==> config.mk <==
export PLATFORM = sky130hd
export DESIGN_NAME = cyclic_alloc_tracker
export DESIGN_NICKNAME = d
export VERILOG_FILES = /design/src/rtl/cyclic_alloc_tracker.sv
export SDC_FILE = /design/constraint.sdc
export NUM_CORES = 1
export LEC_CHECK = 0
export CORE_MARGIN = 2
export CORE_UTILIZATION = 25
export DETAILED_ROUTE_END_ITERATION = 8
export GPL_ROUTABILITY_DRIVEN = 0
export PLACE_DENSITY = 0.5
export SLEW_MARGIN = 10
export SYNTH_ARGS = -nofsm -noshare
export SYNTH_HDL_FRONTEND = slang
export SYNTH_SLANG_ARGS = --single-unit
==> constraint.sdc <==
create_clock -name clk -period 7.9 [get_ports clk]
set_input_delay 0.79 -clock clk [delete_from_list [all_inputs] [get_ports clk]]
set_output_delay 0.79 -clock clk [all_outputs]
set_load 0.03 [all_outputs]
==> src/rtl/cyclic_alloc_tracker.sv <==
// In-order allocation tracker for a circular buffer: tail allocation, out-of-order
// completion by absolute index, in-order retirement from the head.
module cyclic_alloc_tracker #(
  parameter int LOG_DEPTH = 3,
  localparam int DEPTH = 1 << LOG_DEPTH
) (
  input  logic                 clk,
  input  logic                 resetN,
  input  logic                 pushReq,
  output logic                 pushReady,
  output logic [LOG_DEPTH-1:0] pushIdx,
  input  logic                 completeValid,
  input  logic [LOG_DEPTH-1:0] completeIdx,
  input  logic                 popReq,
  output logic                 popValid,
  output logic [LOG_DEPTH-1:0] popIdx,
  input  logic                 flush,
  output logic [DEPTH-1:0]     validMask,
  output logic [DEPTH-1:0]     doneMask,
  output logic [LOG_DEPTH:0]   count,
  output logic                 full,
  output logic                 empty
);

  // Pointers carry one extra MSB as the wrap bit; a plain +1 toggles it on rollover.
  logic [LOG_DEPTH:0]   headPtr;
  logic [LOG_DEPTH:0]   tailPtr;
  logic [LOG_DEPTH-1:0] headIdx;
  logic [LOG_DEPTH-1:0] tailIdx;
  logic                 pushFire;
  logic                 popFire;
  logic                 completeFire;
  logic [DEPTH-1:0]     validNext;
  logic [DEPTH-1:0]     doneNext;
  logic [LOG_DEPTH:0]   countNext;
  logic [DEPTH-1:0]     rangeMask;

  assign headIdx = headPtr[LOG_DEPTH-1:0];
  assign tailIdx = tailPtr[LOG_DEPTH-1:0];

  assign full      = (headIdx == tailIdx) && (headPtr[LOG_DEPTH] != tailPtr[LOG_DEPTH]);
  assign empty     = (headIdx == tailIdx) && (headPtr[LOG_DEPTH] == tailPtr[LOG_DEPTH]);
  assign pushReady = !full;
  assign pushIdx   = tailIdx;
  assign popIdx    = headIdx;
  assign popValid  = validMask[headIdx] && doneMask[headIdx];

  assign pushFire     = pushReq && !full;
  assign popFire      = popReq && popValid;
  assign completeFire = completeValid && validMask[completeIdx];

  // Push and pop never target the same slot: push needs !full, pop needs !empty.
  always_comb begin
    validNext = validMask;
    doneNext  = doneMask;
    if (completeFire) doneNext[completeIdx] = 1'b1;
    if (popFire) begin
      validNext[headIdx] = 1'b0;
      doneNext[headIdx]  = 1'b0;
    end
    if (pushFire) begin
      validNext[tailIdx] = 1'b1;
      doneNext[tailIdx]  = 1'b0;
    end
    countNext = count + (LOG_DEPTH+1)'(pushFire) - (LOG_DEPTH+1)'(popFire);
  end

  always_ff @(posedge clk) begin
    if (!resetN || flush) begin
      headPtr   <= '0;
      tailPtr   <= '0;
      validMask <= '0;
      doneMask  <= '0;
      count     <= '0;
    end else begin
      if (pushFire) tailPtr <= tailPtr + 1'b1;
      if (popFire)  headPtr <= headPtr + 1'b1;
      validMask <= validNext;
      doneMask  <= doneNext;
      count     <= countNext;
    end
  end

  // Expected occupancy: slots whose distance from head is below count.
  always_comb begin
    rangeMask = '0;
    for (int i = 0; i < DEPTH; i++) begin
      rangeMask[i] = ({1'b0, LOG_DEPTH'(i) - headIdx} < count);
    end
  end

  validRangeA: assert property (@(posedge clk) disable iff (!resetN) validMask == rangeMask);
  doneSubsetA: assert property (@(posedge clk) disable iff (!resetN) (doneMask & ~validMask) == '0);
  fullCountA:  assert property (@(posedge clk) disable iff (!resetN)
                                full == (count == (LOG_DEPTH+1)'(DEPTH)));
  emptyCountA: assert property (@(posedge clk) disable iff (!resetN) empty == (count == '0));

endmodule

# After elaboration in Yosys (flattened, before gate mapping)
# Index checks and enable logic that the tools add are counted.
[totals]
latch_bits = 0
rom_bits = 0
ram_bits = 0
mem_count = 0
in_bits = 9
wordCells = 54
regBits = 28
[op_classes]
multipliers = 0
n_mux = 17
n_addsub = 4
n_div = 0
eq_ne = 3
magnitude_cmp = 6
bitwise = 7
shift = 0
reduce_logical = 12
[op_table]
columns = ["cell", "n"]
rows = [
  ["8-bit two-way mux", 5],
  ["8-bit AND", 3],
  ["8-bit inverter", 2],
  ["8-bit bitwise OR", 2],
  ["3-bit by 4-bit less-than comparator with 1-bit output (second input constant)", 3],
  ["1-bit binary-select mux with 3-bit select", 3],
  ["1-bit demux with 3-bit select", 3],
  ["3-bit by 1-bit greater-or-equal comparator with 1-bit output (second input constant)", 3],
  ["1-bit logical AND", 9],
  ["4-bit by 1-bit adder with 4-bit output (second input constant)", 2],
  ["1-bit two-way mux", 6],
  ["4-bit by 1-bit adder with 4-bit output", 1],
  ["4-bit by 1-bit subtractor with 4-bit output", 1],
  ["3-bit equality test", 1],
  ["1-bit zero test", 2],
  ["1-bit equality test", 1],
  ["1-bit logical OR", 1],
  ["1-bit != test", 1],
]

# Logic depth before layout (Yosys ltp)
[logic_depth]
depth_word = 10
depth_mapped = 14
depth_no_buf = 11

# Worst setup path before layout
# No wires, ideal clock.
[synth_timing]
kind = "register -> register"
start = "register validMask[4]"
end = "register count[2]"
arrival_ns = 2.488
stages_incl_launch_ff = 13
t_required_ns = 7.770
path_slack_ns = 5.282
n_path_buf = 1
path_cell_list = "dfxtp_1 > mux2i_1 > a211oi_1 > nor3_2 > nor3b_1 > buf_4 > ha_1 > inv_1 > ha_1 > inv_1 > fa_1 > xor2_1 > nor2_1"
[synth_via]
elab_chain_len = 5
[synth_lines]
columns = ["item", "line", "source"]
rows = [
  ["from (decl)", "18", "output logic [DEPTH-1:0] validMask,"],
  ["from (signal assigned)", "78", "validMask <= validNext;"],
  ["1-bit binary-select mux with 3-bit select", "46", "assign popValid = validMask[headIdx] && doneMask[headIdx];"],
  ["1-bit two-way mux (implied by the code)", "46", ""],
  ["1-bit logical AND", "46", ""],
  ["1-bit logical AND", "49", "assign popFire = popReq && popValid;"],
  ["4-bit by 1-bit subtractor with 4-bit output", "65", "countNext = count + (LOG_DEPTH+1)'(pushFire) - (LOG_DEPTH+1)'(popFire);"],
  ["to (signal assigned)", "80", "count <= countNext;"],
  ["to (decl)", "20", "output logic [LOG_DEPTH:0] count,"],
]
# Every way passes these cells. The select of a mux whose other input is x is not followed.
# A chain may end at the register's enable or synchronous reset.

# Worst setup path after layout
[layout_timing]
start = "register headPtr[2]"
end = "output popValid"
[layout_via]
elab_chain_len = 3
[layout_lines]
columns = ["item", "line", "source"]
rows = [
  ["from (decl)", "26", "logic [LOG_DEPTH:0] headPtr;"],
  ["from (signal assigned)", "77", "if (popFire) headPtr <= headPtr + 1'b1;"],
  ["1-bit binary-select mux with 3-bit select", "46", ""],
  ["1-bit two-way mux (implied by the code)", "46", ""],
  ["1-bit logical AND *", "46", ""],
  ["to (decl)", "15", "output logic popValid,"],
]
# Every way passes the cells marked *; elsewhere a longest branch is shown, timed or not. The select of a mux whose other input is x is not followed.

==> results.yml <==
setup_path:
  crit_family: "flip-flops"
  rr_startpoint: "headPtr[2]"
  ff2ff_path_depth: 12
  arrival_ps: 2660
  setup.worst_path.start_class: "register"
  slowest_stage: "dfxtp_1"
  cp_cell_sequence: "mux2i_1 -> a211oi_1 -> nor3_2 -> nor2_1 -> clkdlybuf4s50_1"
  critPathKind: "reg2out"
  critical-path-max-stage-delay_ps: 860
  reg2reg_to: "count[2]"
  cp-end-kind: "output port"
  path_max_fanout: 19
  crit_buf_inv: 1
  crit_required_ps: 7110
  r2r_slack_ps: 4710
synth:
  synthesis.area_mm2: 0.00172
  yosys.area.top_type_share_pct: 32.5
  syn_nets: 210
  synthFlopType: "dfxtp_1"
  synth_area_leaders: "dfxtp_1 (33%), mux2i_1 (5.8%), ha_1 (4.4%), nor2_1 (4.4%), buf_4 (3.9%)"
  syn-instance-count: 194
  yosys-top-cells-count: "dfxtp_1 (28), nor2_1 (20), nand2_1 (12)"
  synth_edf_count: 0
  ys_ff_latch: 28
  ys_warn_count: 0
  syn_avg_cell_area_um2: 8.88
  synth_largest_area_cell: "dfxtp_1"
  synthMostInstantiatedCell: "dfxtp_1"
  yosysSeqAreaShare_pct: 32.5
  synth_cell_type_count: 49
  async_flop_share_pct: 0
power:
  p_leak_nw: 0.699
  ir_worst_vdd_v: 0.0000641
  pwr_density_cell_mw_per_mm2: 124
clock_network:
  cts.sinks: 28
  clock_latency_ps: 290
  cts_tree: "yes"
  clk_pin_slew_worst_paths_ps: 100
  cts_resized: 0
  cts-buffers-inserted: 3
  post-cts-setup-buffers: 0
  cts_max_level: 1
  post_cts_hold_buffer_count: 0
  cts_buffer_depth: 2
  cts_root_buf: "clkbuf_8"
sta:
  fin_crit_ps: 3450
  tightest_slew_ps: 930
  slew_headroom_pct: 38.0
  hold_viol_final: 0
  rsz0062_at_grt: "no"
  fin_crit_sh_pct: 43.7
  max_freq_ghz: 0.290
  drv_slew: 0
  setup_tns_ps: 0
  skew_ps: 3.09
  setup_viol: 0
  fin_ws_ps: 4450
die:
  dieArea_mm2: 0.00757
  core_mm2: 0.00672
  fp.dieH_um: 87.0
  start_util_pct: 25.6
  num_rows: 30
  die_w_um: 87.0
  boundaryPins: 39
flow_run:
  drv_cap: 0
status:
  status: "complete, no violations"
drt:
  dr.pass1.iters: 4
  viasPerCell: 5.01
  drtIter0Drc: 44
  wl_per_cell_um: 15.4
  wirelength_um: 4600
  drc: 0
  ant_nets: 0
  via_count: 1492
grt:
  grt_pass1_vias: 1464
  grt_pass1_wl_um: 7600
  antenna_found_initial: 0
  grt_max_degree: 20
  grt_overflow: 0
  gr-usage-all-layers_pct: 13.1
final_layout:
  drive_above_1_share_pct: 8.72
  syn2layout_area_growth_pct: 24.3
  fin_nets: 235
  antenna_cells: 0
placement:
  post-place-ws_ps: 4720
  hpwlAfterDp_um: 3410
  port-buffer-count: 38
min_path:
  holdPathStages: 2
  hold_class: "reg2reg"
  min-delay-start: "headPtr[3]"
  worstHoldEndpoint: "headPtr[3]"
flip-flops by register name, indices dropped and copies added, names as in the netlist:
signal     cells
tailPtr        4
headPtr        4
doneMask       8
validMask      8
count          4
placed cells by master, fill, tap and decap left out, types with 2 or more instances in the layout:
cell,synthesis,routed
or3_1,2,2
nor2b_1,7,7
xnor2_1,6,6
a311oi_1,2,2
nand2b_1,4,4
a31oi_1,8,8
a311oi_2,2,2
nor3_1,2,2
dfxtp_1,28,28
nor2_1,20,20
nand2_1,12,12
and2_1,2,2
mux2i_1,10,10
xor2_1,4,4
a41oi_1,2,2
clkdlybuf4s50_1,0,38
nor3_2,3,3
nor4_1,2,2
a211oi_1,3,3
clkbuf_8,0,4
inv_1,8,8
a21boi_1,3,3
o21ai_0,4,4
nand3_1,4,4
a2111oi_2,2,2
ha_1,6,6
a21oi_1,9,9
worst max path at each step:
stage	slack, ps	to	cells past startpoint	start
after floorplan	5280	count[2]	12	validMask[4]
after global routing	4220	popValid	5	headPtr[2]
after detailed placement	4720	count[2]	12	headPtr[2]
final	4450	popValid	5	headPtr[2]
after global placement	4720	count[2]	12	headPtr[2]
after CTS	4460	popValid	5	headPtr[2]
logic make-up (layout without fill, tap and decap cells):
kind of cell	after synthesis	in the layout	share of synthesized area, %
mux	10	10	5.81
flops	28	28	32.5
buf+inv	28	52	9.15
xor+xnor	10	10	5.08
fa+ha+maj	7	7	5.52
simple gates	67	67	21.8
compound gates	44	44	20.1
worst register-to-register path: cells and delay by family (launching register included):
family                     cells  cell delay (ps)
and+or+nand+nor                3              570
adders and majority gates      3              800
muxes                          1              270
xor gates and xnor gates       1              140
AOI/OAI and AO/OA              1              110
buffers and inverters          3              300
DFF                            1              860
power by group:
group	internal, W	total, W	switching, W
logic	0.0000113	0.0000267	0.0000154
registers	0.000142	0.000145	0.00000244
clock network	0.0000449	0.0000942	0.0000493
total	0.000199	0.000266	0.0000672
final cells by class:
cell class	instances	area (µm²)
Clock buffer	4	55.1
Fill cell	705	4580
Inverter	9	33.8
Multi-Input combinational cell	138	1000
Sequential cell	28	561
Tap cell	80	100
Timing Repair Buffer	39	388
through the flow:
stage / cell area (µm²) / std cells / hold WS (ps) / power, W / util (%)
2_1_floorplan: 1720 / 194 / 454 / 0.000164 / -
3_3_place_gp: 2090 / 294 / 474 / 0.000175 / 31.1
3_5_place_dp: 2090 / 294 / 486 / 0.000175 / 31.1
4_1_cts: 2140 / 298 / 501 / 0.000269 / 31.9
5_1_grt: 2140 / 298 / 527 / 0.000276 / 31.9
6_report: 2140 / 298 / 490 / 0.000266 / 31.9
metal layers:
layer	GRT usage, %	vias up	routed length (µm)
met2	20.6	39	2180
met1	17.6	710	2120
met5	0	-	0
li1	-	736	-
met4	5.54	0	102
met3	2.18	7	195
No activity file was read; power rests on OpenSTA's default activity.
